$ cat src/rtl/stopwatch_ctrl_if.sv
// rtl/stopwatch_ctrl_if.sv - timer-side bundle between stopwatch controller and timer
interface stopwatch_ctrl_if #(
    parameter int WIDTH = 16
);
    logic             i_tick;
    logic [WIDTH-1:0] i_cnt;
    logic             o_timer_en;
    logic             o_timer_clr;

    modport master (
        input  i_tick,
        input  i_cnt,
        output o_timer_en,
        output o_timer_clr
    );

    modport slave (
        output i_tick,
        output i_cnt,
        input  o_timer_en,
        input  o_timer_clr
    );
endinterface

$ cat src/rtl/stopwatch_ctrl.sv
// rtl/stopwatch_ctrl.sv - debounced two-button stopwatch controller with lap freeze
module stopwatch_ctrl #(
    parameter int WIDTH           = 16,
    parameter int DEBOUNCE_CYCLES = 50000
) (
    input  logic               clk,
    input  logic               rst,
    input  logic               i_btn_start,
    input  logic               i_btn_lap,
    stopwatch_ctrl_if.master   tmr,
    output logic [WIDTH-1:0]   o_val,
    output logic               o_running,
    output logic               o_frozen
);
    localparam int CW = (DEBOUNCE_CYCLES > 2) ? $clog2(DEBOUNCE_CYCLES) : 1;
    localparam logic [CW-1:0] DB_LAST = CW'(DEBOUNCE_CYCLES - 1);

    typedef enum logic [1:0] {IDLE, RUN, LAP, STOP} state_t;

    // bit 0 = start button, bit 1 = lap button
    logic [1:0]    w_raw;
    logic [1:0]    r_sync1;
    logic [1:0]    r_sync2;
    logic [1:0]    r_deb;
    logic [1:0]    r_deb_prev;
    logic [1:0]    r_press;
    logic [CW-1:0] r_dcnt [2];

    state_t           r_state;
    state_t           w_state_next;
    logic             r_clr;
    logic             w_clr_next;
    logic             w_hold_we;
    logic [WIDTH-1:0] r_hold;
    logic             w_start;
    logic             w_lap;

    assign w_raw = {i_btn_lap, i_btn_start};

    always_ff @(posedge clk) begin
        if (rst) begin
            r_sync1    <= '0;
            r_sync2    <= '0;
            r_deb      <= '0;
            r_deb_prev <= '0;
            r_press    <= '0;
            for (int i = 0; i < 2; i++) begin
                r_dcnt[i] <= '0;
            end
        end else begin
            r_sync1    <= w_raw;
            r_sync2    <= r_sync1;
            r_deb_prev <= r_deb;
            // registered edge detect adds the final cycle of press latency
            r_press    <= r_deb & ~r_deb_prev;
            for (int i = 0; i < 2; i++) begin
                if (r_sync2[i] != r_deb[i]) begin
                    if (r_dcnt[i] == DB_LAST) begin
                        r_deb[i]  <= r_sync2[i];
                        r_dcnt[i] <= '0;
                    end else begin
                        r_dcnt[i] <= r_dcnt[i] + 1'b1;
                    end
                end else begin
                    r_dcnt[i] <= '0;
                end
            end
        end
    end

    // start wins a tie, so lap only counts when start is absent
    assign w_start = r_press[0];
    assign w_lap   = r_press[1] & ~r_press[0];

    always_comb begin
        w_state_next = r_state;
        w_clr_next   = 1'b0;
        w_hold_we    = 1'b0;
        case (r_state)
            IDLE: begin
                if (w_start) begin
                    w_state_next = RUN;
                end else if (w_lap) begin
                    w_clr_next = 1'b1;
                end
            end
            RUN: begin
                if (w_start) begin
                    w_state_next = STOP;
                end else if (w_lap) begin
                    w_state_next = LAP;
                    w_hold_we    = 1'b1;
                end
            end
            LAP: begin
                if (w_start) begin
                    w_state_next = STOP;
                end else if (w_lap) begin
                    w_state_next = RUN;
                end
            end
            STOP: begin
                if (w_start) begin
                    w_state_next = RUN;
                end else if (w_lap) begin
                    w_state_next = IDLE;
                    w_clr_next   = 1'b1;
                end
            end
            default: w_state_next = IDLE;
        endcase
    end

    always_ff @(posedge clk) begin
        if (rst) begin
            r_state <= IDLE;
            r_clr   <= 1'b0;
            r_hold  <= '0;
        end else begin
            r_state <= w_state_next;
            r_clr   <= w_clr_next;
            if (w_hold_we) begin
                r_hold <= tmr.i_cnt;
            end
        end
    end

    assign o_running       = (r_state == RUN) || (r_state == LAP);
    assign o_frozen        = (r_state == LAP);
    assign tmr.o_timer_en  = tmr.i_tick & o_running;
    assign tmr.o_timer_clr = r_clr;
    assign o_val           = o_frozen ? r_hold : tmr.i_cnt;
endmodule

$ cat src/flat_wrapper.sv
// flat-port wrapper written by rule: the top's interface ports become plain ports
module stopwatch_ctrl_flat 
#(
    parameter int WIDTH           = 16,
    parameter int DEBOUNCE_CYCLES = 50000
)
  (clk, rst, i_btn_start, i_btn_lap, o_val, o_running, o_frozen, tmr_i_tick, tmr_i_cnt, tmr_o_timer_en, tmr_o_timer_clr);
  stopwatch_ctrl_if #(.WIDTH(WIDTH)) tmr_i ();
  input  logic clk;
  input  logic rst;
  input  logic i_btn_start;
  input  logic i_btn_lap;
  output logic [WIDTH-1:0] o_val;
  output logic o_running;
  output logic o_frozen;
  input wire logic [$bits(tmr_i.i_tick)-1:0] tmr_i_tick;
  input wire logic [$bits(tmr_i.i_cnt)-1:0] tmr_i_cnt;
  output wire logic [$bits(tmr_i.o_timer_en)-1:0] tmr_o_timer_en;
  output wire logic [$bits(tmr_i.o_timer_clr)-1:0] tmr_o_timer_clr;
  assign tmr_i.i_tick = tmr_i_tick;
  assign tmr_i.i_cnt = tmr_i_cnt;
  assign tmr_o_timer_en = tmr_i.o_timer_en;
  assign tmr_o_timer_clr = tmr_i.o_timer_clr;
  stopwatch_ctrl #(.WIDTH(WIDTH), .DEBOUNCE_CYCLES(DEBOUNCE_CYCLES)) u_core (.clk(clk), .rst(rst), .i_btn_start(i_btn_start), .i_btn_lap(i_btn_lap), .tmr(tmr_i), .o_val(o_val), .o_running(o_running), .o_frozen(o_frozen));
endmodule
$ cat config.mk
export PLATFORM = sky130hd
export DESIGN_NAME = stopwatch_ctrl_flat
export DESIGN_NICKNAME = d
export VERILOG_FILES = /design/src/rtl/stopwatch_ctrl_if.sv /design/src/rtl/stopwatch_ctrl.sv /design/src/flat_wrapper.sv
export SDC_FILE = /design/constraint.sdc
export NUM_CORES = 1
export LEC_CHECK = 0
export CAP_MARGIN = 30
export CORE_MARGIN = 4
export CORE_UTILIZATION = 55
export DETAILED_ROUTE_END_ITERATION = 12
export HOLD_SLACK_MARGIN = 0.02
export PLACE_DENSITY = 0.8
export SLEW_MARGIN = 5
export SYNTH_ARGS = -nofsm -noshare
export SYNTH_HDL_FRONTEND = slang
export SYNTH_SLANG_ARGS = --single-unit
export TNS_END_PERCENT = 5
$ cat constraint.sdc
create_clock -name clk -period 2.2 [get_ports clk]
set_input_delay 0.44 -clock clk [delete_from_list [all_inputs] [get_ports clk]]
set_output_delay 0.44 -clock clk [all_outputs]
set_load 0.02 [all_outputs]
==> results_tabular.tex <==
\begin{tabular}{lr}
\hline
Metric & Value \\
\hline
\multicolumn{2}{l}{\textbf{Job}} \\
Number of max-cap violations & 0 \\
\multicolumn{2}{l}{\textbf{Yosys}} \\
Largest cells by area after synthesis & sky130\_fd\_sc\_hd\_\_edfxtp\_1 (31\%), sky130\_fd\_sc\_hd\_\_dfxtp\_1 (19\%), sky130\_fd\_sc\_hd\_\_xnor2\_1 (7.9\%), sky130\_fd\_sc\_hd\_\_mux2\_2 (5.8\%), sky130\_fd\_sc\_hd\_\_nor2\_1 (4.7\%) \\
Proportion of synthesized flip-flops having asynchronous set or reset & 0\% \\
Synth top area share & between 30\% and 40\% \\
Count of different cell masters after synthesis & between 40 and 50 \\
\#FFs+latches synth & between 60 and 70 \\
Number of standard cells after synthesis & 300 \\
Flip-flop cell with the highest count after synthesis & sky130\_fd\_sc\_hd\_\_edfxtp\_1 \\
Yosys warns & 0 \\
Cell area after synthesis & around 3100 sq um \\
Fraction of the yosys area taken by sequential cells & roughly 49\% \\
Post-synthesis area per instance & between 10 and 15 sq um \\
Number of enable flip-flop cells after synthesis & 32 \\
Post-synthesis cell type with the largest combined area & sky130\_fd\_sc\_hd\_\_edfxtp\_1 \\
\multicolumn{2}{l}{\textbf{Setup path}} \\
Data required time of the critical path & 1.76 ns \\
CP endpoint kind & output pin \\
Critical path, cell by cell & inv\_1 -> ha\_2 -> buf\_12 -> mux2\_2 -> clkbuf\_2 \\
Critical path start-end classification & reg2out \\
Crit-path leading delay family & buffers and inverters \\
Library cell contributing the largest single delay on the critical path & sky130\_fd\_sc\_hd\_\_dfxtp\_2 \\
Max incr delay on CP & about 0.35 ns \\
Worst endpoint data arrival time & about 1.7 ns \\
CP Buf/Inv Count & 3 \\
Launching element type of the critical path & flop \\
Critical-path maximum fanout & 20 \\
\multicolumn{2}{l}{\textbf{Finish}} \\
Layout Area Growth over Synthesis & 23.0\% \\
Most common cell after layout, fill and taps aside & sky130\_fd\_sc\_hd\_\_nor2\_1 \\
ANT cells & 0 \\
Number of filler cells placed in the layout & 420 \\
Commonest non-fill, non-tap cells in the layout & sky130\_fd\_sc\_hd\_\_nor2\_1 (39), sky130\_fd\_sc\_hd\_\_nand2\_1 (37), sky130\_fd\_sc\_hd\_\_edfxtp\_1 (32), sky130\_fd\_sc\_hd\_\_conb\_1 (32) \\
Final-stage net count & $\sim$400 \\
Share of post-route cells with drive strength above 1 & between 10\% and 20\% \\
\multicolumn{2}{l}{\textbf{Timing}} \\
Slew @ Worst Pin & between 0.6 and 0.7 ns \\
Normalized max-slew margin & a little under three fifths \\
Fmax & approximately 0.48 GHz \\
Final clock skew & slightly above 0.008 ns \\
Final setup fails & 0 \\
Worst-case hold slack & between 0.3 and 0.4 ns \\
Final worst path period need & 2.10 ns \\
Slew Viols, Final & 0 \\
Final worst path period share & between 90\% and 100\% \\
Unrepaired setup endpoints after global routing & no \\
Endpoints failing hold & 0 \\
\multicolumn{2}{l}{\textbf{Floorplanning}} \\
Number of placement rows & 27 \\
Area inside the core boundary & around 5500 sq um \\
Chip Height & between 80 and 90 um \\
DIE WIDTH & roughly 83 um \\
Ports placed on the boundary & 41 \\
Initial core utilization & 56.7\% \\
DIE AREA & $\sim$6900 sq um \\
\multicolumn{2}{l}{\textbf{CTS}} \\
Setup bufs post-CTS & 0 \\
Library cell used as clock root buffer & sky130\_fd\_sc\_hd\_\_clkbuf\_8 \\
Hold buffer count at CTS & 0 \\
TritonCTS clock tree & built \\
H-tree levels & 3 \\
Number of clock buffers inserted by TritonCTS & 9 \\
Clock latency on the worst-skew pair & between 0.3 and 0.4 ns \\
Clock tree buffer depth & 2 \\
Clock transition at path regs & about 0.070 ns \\
Clock sink count & 61 \\
\multicolumn{2}{l}{\textbf{Drt}} \\
Routed via count divided by cell count & 4.96 \\
Via count & around 2200 \\
Initial drt markers & 64 \\
First-pass DRT Iterations & 4 \\
Number of remaining DRC errors & 0 \\
Number of nets with antenna violations after detailed routing & 0 \\
Total wire length after detailed routing & around 5700 um \\
Per-cell routed wire length & about 13 um \\
\multicolumn{2}{l}{\textbf{Outcome}} \\
Run status & finished clean \\
\multicolumn{2}{l}{\textbf{Power and ir drop}} \\
Design Power & 2.63 mW \\
Power Density & between 600 and 700 nW/um\^{}2 \\
Worst supply voltage drop on vdd & 0.483 mV \\
Static leakage power & 1.37 nW \\
\multicolumn{2}{l}{\textbf{Placed design}} \\
IO buf count & 40 \\
Routability-driven placement congestion ratio & 0.774 \\
Sum of net half-perimeters after detailed placement & 4000 um \\
\multicolumn{2}{l}{\textbf{Global routing}} \\
Total routing usage reported by global routing & 17.6\% \\
First-pass GRT wire length & 9780 um \\
Number of antenna violations at the first check in global routing & 0 \\
Via count of the first global-routing pass & approximately 2200 \\
Maximum number of pins on one net before global-route repair & 21 \\
Overflow after GRT & 0 \\
\multicolumn{2}{l}{\textbf{Hold path}} \\
Hold Crit Class & reg2reg \\
\hline
\end{tabular}
-- final timing paths --
check / start / to / slack [ns] / cells after the start
min reg2reg: u_core.r_deb_prev[1]$_SDFF_PP0_ / u_core.r_press[1]$_SDFF_PP0_ / 0.38 / 1
max reg2reg: u_core.r_dcnt[1][0]$_SDFFCE_PP0P_ / u_core.r_dcnt[1][10]$_SDFFCE_PP0P_ / 0.38 / 5
min: u_core.r_deb_prev[1]$_SDFF_PP0_ / u_core.r_press[1]$_SDFF_PP0_ / 0.38 / 1
max: u_core.r_state[0]$_SDFFE_PP0P_ / o_val[1] / 0.1 / 5
-- per-stage QoR --
stage,util (%),worst slack (ns),instances,TNS [ns],instance area [sq um]
2_1_floorplan,-,0.168,331,0,3240
3_3_place_gp,67.4,0.0854,436,0,3710
3_5_place_dp,67.4,0.0339,436,0,3710
4_1_cts,69.9,-0.0629,452,-0.0629,3850
5_1_grt,69.7,0.0209,452,0,3840
6_report,69.7,0.0963,452,0,3840
-- synth_stat cells, types with 2 or more instances --
master and number:
sky130_fd_sc_hd__mux2_2 16, sky130_fd_sc_hd__nand3_2 2, sky130_fd_sc_hd__nor2_2 2, sky130_fd_sc_hd__ha_1 7, sky130_fd_sc_hd__dfxtp_1 29, sky130_fd_sc_hd__inv_1 10
sky130_fd_sc_hd__a21oi_1 16, sky130_fd_sc_hd__and3_1 2, sky130_fd_sc_hd__nor2_1 39, sky130_fd_sc_hd__edfxtp_1 32, sky130_fd_sc_hd__nand4b_1 2, sky130_fd_sc_hd__nor4bb_1 3
sky130_fd_sc_hd__buf_6 2, sky130_fd_sc_hd__nand4_4 2, sky130_fd_sc_hd__xnor2_1 28, sky130_fd_sc_hd__mux2i_1 2, sky130_fd_sc_hd__nor3_1 11, sky130_fd_sc_hd__clkbuf_1 4
sky130_fd_sc_hd__nor2b_1 9, sky130_fd_sc_hd__buf_2 3, sky130_fd_sc_hd__nand2_2 3, sky130_fd_sc_hd__nand4_1 4, sky130_fd_sc_hd__nand3_1 7, sky130_fd_sc_hd__nand2_1 37
sky130_fd_sc_hd__xor2_1 2, sky130_fd_sc_hd__nor4b_1 2, sky130_fd_sc_hd__nor4_2 9
-- layer usage --
metal | global-route usage (%) | vias to the layer above | wire (um)
met5 | 0 | - | 0
met4 | 8.17 | 0 | 96
met3 | 7.54 | 10 | 362
met2 | 27.3 | 55 | 2650
met1 | 21.0 | 1015 | 2560
li1 | - | 1164 | -
-- registers in the layout (all words and copies together) (netlist names) --
| signal | flops |
|---|---|
| u_core.r_sync1 | 2 |
| u_core.r_sync2 | 2 |
| u_core.r_state | 2 |
| u_core.r_deb | 2 |
| u_core.tmr.o_timer_clr | 1 |
| u_core.r_dcnt | 32 |
| u_core.r_hold | 16 |
| u_core.r_deb_prev | 2 |
| u_core.r_press | 2 |
-- timing repair --
item | CTS | global route
endpoints found under the hold margin | 0 | 0
resized for setup | 67 | 3
setup endpoints to repair | 19 | 2
-- cell families after synthesis --
family          after synthesis  share of synthesized area, %
xor+xnor                     30                          8.42
fa+ha+maj                     7                          2.81
compound gates               20                          3.57
mux                          18                          6.41
buf+inv                      21                          3.17
simple gates                142                          26.1
other cells                   1                         0.120
flops                        61                          49.4
-- final cells by class --
| cell class | count | area, sq um | share of cell area, % |
|---|---|---|---|
| Clock buffer | 13 | 201 | 5.25 |
| Clock inverter | 3 | 12.5 | 0.326 |
| Inverter | 10 | 37.5 | 0.978 |
| Multi-Input combinational cell | 249 | 1600 | 41.7 |
| Sequential cell | 61 | 1540 | 40.2 |
| Tap cell | 72 | 90.1 | 2.35 |
| Timing Repair Buffer | 44 | 355 | 9.25 |
-- power breakdown --
part	switching [mW]	internal [mW]
logic	0.169	0.151
clock network	0.429	0.599
registers	0.0436	1.23
total	0.641	1.98
(Power assumes the default switching activity.)
